File: src/rtl/exec_muldiv_stage_if.sv
// Execute-stage bundle: instruction/operand inputs from the pipeline and stage results.
interface exec_muldiv_stage_if #(
    parameter int XLEN     = 32,
    parameter int FWD_SRCS = 2
);
    localparam int FSW = $clog2(FWD_SRCS + 1);

    logic                     ex_valid;
    logic                     flush;
    logic [XLEN-1:0]          pc;
    logic [XLEN-1:0]          rrd1;
    logic [XLEN-1:0]          rrd2;
    logic [XLEN-1:0]          imm;
    logic [FWD_SRCS*XLEN-1:0] fwd_data;
    logic [FSW-1:0]           forward_rrd1;
    logic [FSW-1:0]           forward_rrd2;
    logic [1:0]               alu_srca;
    logic                     alu_srcb;
    logic [3:0]               alu_op;
    logic [2:0]               bj_op;
    logic                     md_en;
    logic [2:0]               md_op;
    logic [XLEN-1:0]          result;
    logic                     result_valid;
    logic                     b_taken;
    logic                     ex_stall;

    modport master (
        output ex_valid, flush, pc, rrd1, rrd2, imm, fwd_data, forward_rrd1, forward_rrd2,
               alu_srca, alu_srcb, alu_op, bj_op, md_en, md_op,
        input  result, result_valid, b_taken, ex_stall
    );

    modport slave (
        input  ex_valid, flush, pc, rrd1, rrd2, imm, fwd_data, forward_rrd1, forward_rrd2,
               alu_srca, alu_srcb, alu_op, bj_op, md_en, md_op,
        output result, result_valid, b_taken, ex_stall
    );
endinterface

File: src/rtl/exec_muldiv_stage.sv
// Execute stage: operand forwarding, ALU, branch compare and an iterative
// radix-2 multiply/divide unit that stalls the pipeline while it runs.
module exec_muldiv_stage #(
    parameter int XLEN     = 32,
    parameter int FWD_SRCS = 2
) (
    input  logic               clk,
    input  logic               reset,
    exec_muldiv_stage_if.slave ex
);
    localparam int FSW  = $clog2(FWD_SRCS + 1);
    localparam int SHW  = $clog2(XLEN);
    localparam int CNTW = $clog2(XLEN + 1);

    localparam logic [1:0] ST_IDLE = 2'd0;
    localparam logic [1:0] ST_BUSY = 2'd1;
    localparam logic [1:0] ST_DONE = 2'd2;

    localparam logic [2:0] MD_MUL    = 3'd0;
    localparam logic [2:0] MD_MULH   = 3'd1;
    localparam logic [2:0] MD_MULHSU = 3'd2;
    localparam logic [2:0] MD_MULHU  = 3'd3;
    localparam logic [2:0] MD_DIV    = 3'd4;
    localparam logic [2:0] MD_DIVU   = 3'd5;
    localparam logic [2:0] MD_REM    = 3'd6;
    localparam logic [2:0] MD_REMU   = 3'd7;

    // Two's-complement negate when requested; used for sign correction.
    function automatic logic [XLEN-1:0] cond_neg(input logic neg, input logic [XLEN-1:0] v);
        return neg ? -v : v;
    endfunction

    logic [XLEN-1:0]   rs1_s;
    logic [XLEN-1:0]   rs2_s;
    logic [XLEN-1:0]   srca_s;
    logic [XLEN-1:0]   srcb_s;
    logic [XLEN-1:0]   alu_s;
    logic [SHW-1:0]    shamt_s;
    logic              cond_s;

    logic [1:0]        state_r;
    logic [CNTW-1:0]   cnt_r;
    logic [2:0]        op_r;
    logic [XLEN-1:0]   hi_r;     // product high half / partial remainder
    logic [XLEN-1:0]   lo_r;     // multiplier bits / quotient bits
    logic [XLEN-1:0]   mag_r;    // multiplicand or divisor magnitude
    logic [XLEN-1:0]   rs1_r;    // raw dividend, returned as remainder on divide by zero
    logic              a_neg_r;
    logic              b_neg_r;
    logic              div0_r;

    logic              accept_s;
    logic              a_sgn_s;
    logic              b_sgn_s;
    logic              a_neg_s;
    logic              b_neg_s;
    logic [XLEN-1:0]   abs_a_s;
    logic [XLEN-1:0]   abs_b_s;

    logic [XLEN:0]     mul_sum_s;
    logic [XLEN:0]     div_diff_s;
    logic              div_ok_s;
    logic [2*XLEN-1:0] prod_s;
    logic [XLEN-1:0]   quot_s;
    logic [XLEN-1:0]   rem_s;
    logic [XLEN-1:0]   md_res_s;

    logic [XLEN-1:0]   result_s;
    logic              result_valid_s;
    logic              b_taken_s;
    logic              ex_stall_s;

    // Pick register operands from the forwarding network or the register file.
    always_comb begin
        rs1_s = ex.rrd1;
        rs2_s = ex.rrd2;
        for (int k = 1; k <= FWD_SRCS; k++) begin
            rs1_s = (ex.forward_rrd1 == FSW'(k)) ? ex.fwd_data[(k-1)*XLEN +: XLEN] : rs1_s;
            rs2_s = (ex.forward_rrd2 == FSW'(k)) ? ex.fwd_data[(k-1)*XLEN +: XLEN] : rs2_s;
        end
    end

    // Select ALU source operands.
    always_comb begin
        case (ex.alu_srca)
            2'd0:    srca_s = rs1_s;
            2'd2:    srca_s = ex.pc;
            default: srca_s = {XLEN{1'b0}};
        endcase
        if (ex.alu_srcb) begin
            srcb_s = ex.imm;
        end else begin
            srcb_s = rs2_s;
        end
        shamt_s = srcb_s[SHW-1:0];
    end

    // Single-cycle ALU.
    always_comb begin
        case (ex.alu_op)
            4'd0:    alu_s = srca_s + srcb_s;
            4'd1:    alu_s = srca_s - srcb_s;
            4'd2:    alu_s = srca_s << shamt_s;
            4'd3:    alu_s = {{(XLEN-1){1'b0}}, ($signed(srca_s) < $signed(srcb_s))};
            4'd4:    alu_s = {{(XLEN-1){1'b0}}, (srca_s < srcb_s)};
            4'd5:    alu_s = srca_s ^ srcb_s;
            4'd6:    alu_s = srca_s >> shamt_s;
            4'd7:    alu_s = $signed(srca_s) >>> shamt_s;
            4'd8:    alu_s = srca_s | srcb_s;
            4'd9:    alu_s = srca_s & srcb_s;
            4'd10:   alu_s = srcb_s;
            default: alu_s = {XLEN{1'b0}};
        endcase
    end

    // Branch / jump condition on the ALU sources.
    always_comb begin
        case (ex.bj_op)
            3'd1:    cond_s = (srca_s == srcb_s);
            3'd2:    cond_s = (srca_s != srcb_s);
            3'd3:    cond_s = ($signed(srca_s) < $signed(srcb_s));
            3'd4:    cond_s = ($signed(srca_s) >= $signed(srcb_s));
            3'd5:    cond_s = (srca_s < srcb_s);
            3'd6:    cond_s = (srca_s >= srcb_s);
            3'd7:    cond_s = 1'b1;
            default: cond_s = 1'b0;
        endcase
    end

    // Operand signedness and magnitudes captured when an M op is accepted.
    always_comb begin
        case (ex.md_op)
            MD_MUL, MD_MULH, MD_DIV, MD_REM: begin
                a_sgn_s = 1'b1;
                b_sgn_s = 1'b1;
            end
            MD_MULHSU: begin
                a_sgn_s = 1'b1;
                b_sgn_s = 1'b0;
            end
            default: begin
                a_sgn_s = 1'b0;
                b_sgn_s = 1'b0;
            end
        endcase
        a_neg_s  = a_sgn_s & rs1_s[XLEN-1];
        b_neg_s  = b_sgn_s & rs2_s[XLEN-1];
        abs_a_s  = cond_neg(a_neg_s, rs1_s);
        abs_b_s  = cond_neg(b_neg_s, rs2_s);
        accept_s = (state_r == ST_IDLE) & ex.ex_valid & ex.md_en & ~ex.flush;
    end

    // One radix-2 step: shift-add multiply and restoring divide candidates.
    always_comb begin
        mul_sum_s  = {1'b0, hi_r} + (lo_r[0] ? {1'b0, mag_r} : {(XLEN+1){1'b0}});
        div_diff_s = {hi_r, lo_r[XLEN-1]} - {1'b0, mag_r};
        div_ok_s   = ~div_diff_s[XLEN];
    end

    // Final sign correction and special divide cases.
    always_comb begin
        prod_s = (a_neg_r ^ b_neg_r) ? -{hi_r, lo_r} : {hi_r, lo_r};
        if (div0_r) begin
            quot_s = {XLEN{1'b1}};
            rem_s  = rs1_r;
        end else begin
            quot_s = cond_neg(a_neg_r ^ b_neg_r, lo_r);
            rem_s  = cond_neg(a_neg_r, hi_r);
        end
        case (op_r)
            MD_MUL:                       md_res_s = prod_s[XLEN-1:0];
            MD_MULH, MD_MULHSU, MD_MULHU: md_res_s = prod_s[2*XLEN-1:XLEN];
            MD_DIV, MD_DIVU:              md_res_s = quot_s;
            MD_REM, MD_REMU:              md_res_s = rem_s;
            default:                      md_res_s = {XLEN{1'b0}};
        endcase
    end

    // Multiply/divide sequencer and datapath registers.
    always_ff @(posedge clk) begin
        if (reset) begin
            state_r <= ST_IDLE;
            cnt_r   <= {CNTW{1'b0}};
            op_r    <= 3'd0;
            hi_r    <= {XLEN{1'b0}};
            lo_r    <= {XLEN{1'b0}};
            mag_r   <= {XLEN{1'b0}};
            rs1_r   <= {XLEN{1'b0}};
            a_neg_r <= 1'b0;
            b_neg_r <= 1'b0;
            div0_r  <= 1'b0;
        end else begin
            case (state_r)
                ST_IDLE: begin
                    if (accept_s) begin
                        state_r <= ST_BUSY;
                        cnt_r   <= CNTW'(XLEN);
                        op_r    <= ex.md_op;
                        hi_r    <= {XLEN{1'b0}};
                        lo_r    <= ex.md_op[2] ? abs_a_s : abs_b_s;
                        mag_r   <= ex.md_op[2] ? abs_b_s : abs_a_s;
                        rs1_r   <= rs1_s;
                        a_neg_r <= a_neg_s;
                        b_neg_r <= b_neg_s;
                        div0_r  <= (rs2_s == {XLEN{1'b0}});
                    end else begin
                        state_r <= ST_IDLE;
                    end
                end
                ST_BUSY: begin
                    if (ex.flush) begin
                        state_r <= ST_IDLE;
                        cnt_r   <= {CNTW{1'b0}};
                    end else begin
                        if (op_r[2]) begin
                            hi_r <= div_ok_s ? div_diff_s[XLEN-1:0] : {hi_r[XLEN-2:0], lo_r[XLEN-1]};
                            lo_r <= {lo_r[XLEN-2:0], div_ok_s};
                        end else begin
                            hi_r <= mul_sum_s[XLEN:1];
                            lo_r <= {mul_sum_s[0], lo_r[XLEN-1:1]};
                        end
                        cnt_r   <= cnt_r - CNTW'(1);
                        state_r <= (cnt_r == CNTW'(1)) ? ST_DONE : ST_BUSY;
                    end
                end
                ST_DONE: begin
                    state_r <= ST_IDLE;
                end
                default: begin
                    state_r <= ST_IDLE;
                    cnt_r   <= {CNTW{1'b0}};
                end
            endcase
        end
    end

    // Stage outputs; reset forces them all low.
    always_comb begin
        if (reset) begin
            result_s       = {XLEN{1'b0}};
            result_valid_s = 1'b0;
            b_taken_s      = 1'b0;
            ex_stall_s     = 1'b0;
        end else begin
            result_s       = (state_r == ST_DONE) ? md_res_s : alu_s;
            if (state_r == ST_DONE) begin
                result_valid_s = ~ex.flush;
            end else begin
                result_valid_s = (state_r == ST_IDLE) & ex.ex_valid & ~ex.md_en & ~ex.flush;
            end
            b_taken_s      = ex.ex_valid & ~ex.md_en & ~ex.flush & cond_s;
            ex_stall_s     = accept_s | ((state_r == ST_BUSY) & ~ex.flush);
        end
    end

    assign ex.result       = result_s;
    assign ex.result_valid = result_valid_s;
    assign ex.b_taken      = b_taken_s;
    assign ex.ex_stall     = ex_stall_s;
endmodule

File: src/flat_wrapper.sv
// flat-port wrapper written by rule: the top's interface ports become plain ports
module exec_muldiv_stage_flat 
#(
    parameter int XLEN     = 32,
    parameter int FWD_SRCS = 2
)
  (clk, reset, ex_ex_valid, ex_flush, ex_pc, ex_rrd1, ex_rrd2, ex_imm, ex_fwd_data, ex_forward_rrd1, ex_forward_rrd2, ex_alu_srca, ex_alu_srcb, ex_alu_op, ex_bj_op, ex_md_en, ex_md_op, ex_result, ex_result_valid, ex_b_taken, ex_ex_stall);
  exec_muldiv_stage_if #(.XLEN(XLEN), .FWD_SRCS(FWD_SRCS)) ex_i ();
  input  logic clk;
  input  logic reset;
  input wire logic [$bits(ex_i.ex_valid)-1:0] ex_ex_valid;
  input wire logic [$bits(ex_i.flush)-1:0] ex_flush;
  input wire logic [$bits(ex_i.pc)-1:0] ex_pc;
  input wire logic [$bits(ex_i.rrd1)-1:0] ex_rrd1;
  input wire logic [$bits(ex_i.rrd2)-1:0] ex_rrd2;
  input wire logic [$bits(ex_i.imm)-1:0] ex_imm;
  input wire logic [$bits(ex_i.fwd_data)-1:0] ex_fwd_data;
  input wire logic [$bits(ex_i.forward_rrd1)-1:0] ex_forward_rrd1;
  input wire logic [$bits(ex_i.forward_rrd2)-1:0] ex_forward_rrd2;
  input wire logic [$bits(ex_i.alu_srca)-1:0] ex_alu_srca;
  input wire logic [$bits(ex_i.alu_srcb)-1:0] ex_alu_srcb;
  input wire logic [$bits(ex_i.alu_op)-1:0] ex_alu_op;
  input wire logic [$bits(ex_i.bj_op)-1:0] ex_bj_op;
  input wire logic [$bits(ex_i.md_en)-1:0] ex_md_en;
  input wire logic [$bits(ex_i.md_op)-1:0] ex_md_op;
  output wire logic [$bits(ex_i.result)-1:0] ex_result;
  output wire logic [$bits(ex_i.result_valid)-1:0] ex_result_valid;
  output wire logic [$bits(ex_i.b_taken)-1:0] ex_b_taken;
  output wire logic [$bits(ex_i.ex_stall)-1:0] ex_ex_stall;
  assign ex_i.ex_valid = ex_ex_valid;
  assign ex_i.flush = ex_flush;
  assign ex_i.pc = ex_pc;
  assign ex_i.rrd1 = ex_rrd1;
  assign ex_i.rrd2 = ex_rrd2;
  assign ex_i.imm = ex_imm;
  assign ex_i.fwd_data = ex_fwd_data;
  assign ex_i.forward_rrd1 = ex_forward_rrd1;
  assign ex_i.forward_rrd2 = ex_forward_rrd2;
  assign ex_i.alu_srca = ex_alu_srca;
  assign ex_i.alu_srcb = ex_alu_srcb;
  assign ex_i.alu_op = ex_alu_op;
  assign ex_i.bj_op = ex_bj_op;
  assign ex_i.md_en = ex_md_en;
  assign ex_i.md_op = ex_md_op;
  assign ex_result = ex_i.result;
  assign ex_result_valid = ex_i.result_valid;
  assign ex_b_taken = ex_i.b_taken;
  assign ex_ex_stall = ex_i.ex_stall;
  exec_muldiv_stage #(.XLEN(XLEN), .FWD_SRCS(FWD_SRCS)) u_core (.clk(clk), .reset(reset), .ex(ex_i));
endmodule
File: config.mk
export PLATFORM = sky130hd
export DESIGN_NAME = exec_muldiv_stage_flat
export DESIGN_NICKNAME = d
export VERILOG_FILES = /design/src/rtl/exec_muldiv_stage_if.sv /design/src/rtl/exec_muldiv_stage.sv /design/src/flat_wrapper.sv
export SDC_FILE = /design/constraint.sdc
export NUM_CORES = 2
export LEC_CHECK = 0
export ABC_AREA = 1
export CAP_MARGIN = 20
export CORE_MARGIN = 4
export CORE_UTILIZATION = 35
export DETAILED_ROUTE_END_ITERATION = 8
export GPL_ROUTABILITY_DRIVEN = 0
export PLACE_DENSITY = 0.63
export SKIP_CTS_REPAIR_TIMING = 1
export SLEW_MARGIN = 20
export SYNTH_ARGS = -nofsm -noshare
export SYNTH_HDL_FRONTEND = slang
export SYNTH_SLANG_ARGS = --single-unit
File: constraint.sdc
create_clock -name clk -period 13.1 [get_ports clk]
set_input_delay 1.965 -clock clk [delete_from_list [all_inputs] [get_ports clk]]
set_output_delay 1.965 -clock clk [all_outputs]
set_load 0.05 [all_outputs]
==> flow_summary.yaml <==
run_status:
  outcome: "complete, but fails checks"
  violations: "design-rule violations"
yosys:
  async_reset_ff_share_pct: 0
  netlist_area_sq_mm: 0.0292
  syn_nets: 5892
  postSynthCellCount: 5503
  netlist.area_leader.share_pct: 19.1
  synth_flop_cell: "dfxtp_1"
  synth_edf_count: 0
  yosysWarningCount: 0
  syn_avg_cell_area_sq_um: 5.31
  synth_top_area_cell: "nand2_1"
  ys_top_cells_by_area: "nand2_1, nand3_1, dfxtp_1"
  ys_seq_elements: 142
  synth_seq_area_share_pct: 9.73
  synth.distinct_cells: 65
finish:
  syn2layout_area_growth_pct: 12.8
  postLayoutCoreUtil_pct: 40.0
  layoutNonFillerInstCount: 6648
  fillCellCount: 9195
  drive_gt1_share_pct: 4.63
  final_cell_area_sq_mm: 0.0330
  layout.nets: 5948
power_and_ir_drop:
  p_sw_uw: 1350
  p_per_area_mw_per_mm2: 76.8
  ir_drop_v: 0.000104
  clockPowerShare_pct: 21.5
  p_leak_uw: 0.0163
  p_comb_share_pct: 59.7
  p_sw_share_pct: 53.1
  power_frac_seq_pct: 18.8
  intPower_uw: 1190
die:
  start_util_pct: 35.5
  die_w_microns: 297
  io_pins: 249
  die_height_microns: 297
  dieArea_sq_mm: 0.0882
  fp.coreArea_sq_mm: 0.0824
  rows: 105
sta:
  final_max_slew_viol_count: 0
  slew_headroom_pct: 25.4
  finalSetupViolCount: 0
  min_period_ps: 10350
  final_hold_viol_count: 0
  worstMarginPinSlew_ps: 1120
  grt_setup_unrepaired: "no"
  fin_crit_sh_pct: 79.0
  fmax_mhz: 96.6
  fin_setup_tns_ps: 0
  setup_ws_ps: 2750
  finClkSkew_ps: 14.7
min_path:
  min_from: "u_core.cnt_r[2]$_SDFFE_PP0P_"
  holdCritPathClass: "flop to flop"
  holdPathEnd: "u_core.cnt_r[2]$_SDFFE_PP0P_"
  holdPathStages: 2
routing:
  dr.pass1.iters: 9
  vias: 39991
  wl_microns: 155000
  drt_iter0_drc: 6733
  routed_via_density: 6.02
  ant_nets: 0
  wl_per_cell_microns: 23.4
  drc: 1
placement:
  place_worst_setup_slack_ps: 3020
  portBuffers: 248
  hpwl_microns: 124000
  place_area_sq_mm: 0.0323
  place_inst: 6609
global_route:
  grt_max_degree: 80
  grt_pass1_wl_microns: 226000
  grt.overflow.total: 0
  gr-usage-all-layers_pct: 33.1
  grt_pass1_vias: 36330
  antenna_found_initial: 9
clocking:
  cts.sinks: 142
  cts_made_buffers: 17
  clk_path_buf_depth: 2
  root_buffer: "clkbuf_16"
  clk_latency_ps: 460
  clk_transition_reported_paths_ps: 60
  cts_tree: "done"
  htreeDepth: 4
critical_path:
  critPathKind: "input port to output pin"
  path_max_fanout: 21
  critPathCaptureType: "output pin"
  regToRegSetupSlack_ps: 9250
  r2r_cells: 21
  regToRegEndpoint: "u_core.hi_r[2]$_SDFFE_PP0P_"
  critical_path_arrival_ps: 8390
  cp.required_ps: 11140
  r2r-start: "u_core.lo_r[31]$_SDFFE_PP0P_"
  cp-start-kind: "input port"
job:
  max_cap_viol_count: 0
## flip-flops by register name (all words and copies together) (netlist names)
signal,flops
u_core.a_neg_r,1
u_core.b_neg_r,1
u_core.cnt_r,6
u_core.div0_r,1
u_core.hi_r,32
u_core.lo_r,32
u_core.mag_r,32
u_core.op_r,3
u_core.rs1_r,32
u_core.state_r,2
## synth_stat cells, types with 11 or more instances
cell      count
clkinv_1     15
a21oi_2      25
o211ai_1     99
o21bai_1     13
a221oi_1     18
nand2_2      19
o221ai_1     24
o21ai_1      61
nand3_2      13
a211oi_1     12
o21ai_0     360
nand3b_1     24
or2_2        27
a21o_1       21
o21ai_2      11
clkbuf_1    164
nor3_1       55
a31oi_1      37
nor2_2       13
inv_1       678
o22ai_1      29
nand3_1     651
buf_1        26
nor2_1      512
a21oi_1     406
nand2_1    1485
inv_2        30
xor2_1       99
dfxtp_1     142
nand4_1      85
buf_2        60
xnor2_1      12
ha_1        171
## power by group through the flow
stage / sequential (uW) / clock [uW] / combinational (uW)
floorplan: 473 / 0 / 947
global placement: 484 / 0 / 1430
detailed placement: 484 / 0 / 1430
CTS: 475 / 543 / 1430
global route: 477 / 560 / 1610
finish: 476 / 544 / 1510
## metrics by stage
stage	hold WS, ps	power, uW
after global placement	478	1910
after global routing	526	2640
after detailed placement	481	1910
after floorplan	455	1420
after CTS	493	2450
final	492	2530
## cells in the final DEF (no fill, tap or decap), types with 25 or more instances in the layout
master / Yosys / final
nand2_1: 1485 / 1481
inv_1: 678 / 675
nand3_1: 651 / 651
nor2_1: 512 / 506
a21oi_1: 406 / 406
o21ai_0: 360 / 359
clkdlybuf4s50_1: 0 / 247
ha_1: 171 / 171
dfxtp_1: 142 / 141
o211ai_1: 99 / 99
xor2_1: 99 / 99
nand4_1: 85 / 85
o21ai_1: 61 / 61
buf_4: 8 / 57
nor3_1: 55 / 55
a31oi_1: 37 / 37
inv_2: 30 / 32
o22ai_1: 29 / 29
or2_2: 27 / 27
a21oi_2: 25 / 25
## cell type report
type                       count  area [sq um]  share of cell area (%)
multi-input combinational   4370         22500                    68.3
sequential                   142          2840                    8.63
clock buffer                  17           425                    1.29
clock inverter                14           198                   0.600
inverter                     723          2710                    8.23
tap                         1070          1340                    4.06
antenna                        7          17.5                  0.0531
timing repair buffer         305          2910                    8.81
## layer usage
layer | global-route usage [%] | wire length, microns | part of all wire [%] | up-vias
li1 | - | - | - | 18294
met1 | 40.9 | 56500 | 36 | 18024
met2 | 48.0 | 61500 | 40 | 2955
met3 | 10.1 | 22600 | 15 | 716
met4 | 24.9 | 14700 | 9.5 | 2
met5 | 0 | 7 | 0.0045 | -
## cell families (layout without fill, tap and decap cells)
logic type / Yosys count / in the layout / synth area share (%)
flops: 142 / 142 / 9.73
xor+xnor: 111 / 111 / 3.33
fa+ha+maj: 175 / 175 / 7.60
simple gates: 2923 / 2923 / 43.0
compound gates: 1161 / 1161 / 23.0
other cells: 0 / 7 / 0
buf+inv: 991 / 1059 / 13.3
## worst max path at each step
stage	startpoint	endpoint	slack [ps]
2_1_floorplan	ex_forward_rrd2[1]	ex_result[19]	5490
3_3_place_gp	ex_forward_rrd1[1]	ex_result[13]	3230
6_report	ex_forward_rrd1[1]	ex_result[13]	2750
5_1_grt	ex_forward_rrd1[1]	ex_result[13]	2440
4_1_cts	ex_forward_rrd1[1]	ex_result[13]	3000
3_5_place_dp	ex_forward_rrd1[1]	ex_result[13]	3020
## critical path, cell delays in order
cell	delay [ps]
clkdlybuf4s50_1	900
inv_2	400
nor2_4	590
nor2_4	220
nand2_1	110
nand2_1	190
a21oi_2	260
inv_1	120
ha_1	510
inv_1	110
a21oi_1	190
o21ai_0	190
a21oi_1	280
nand2_1	180
nand2_1	90
nand2_1	160
a21oi_1	160
o21ai_0	100
nand3_1	240
nor2_1	140
nand3_1	140
nand2_1	60
nor2_1	210
clkdlybuf4s50_1	850
Power figures use the tool's default switching activity.
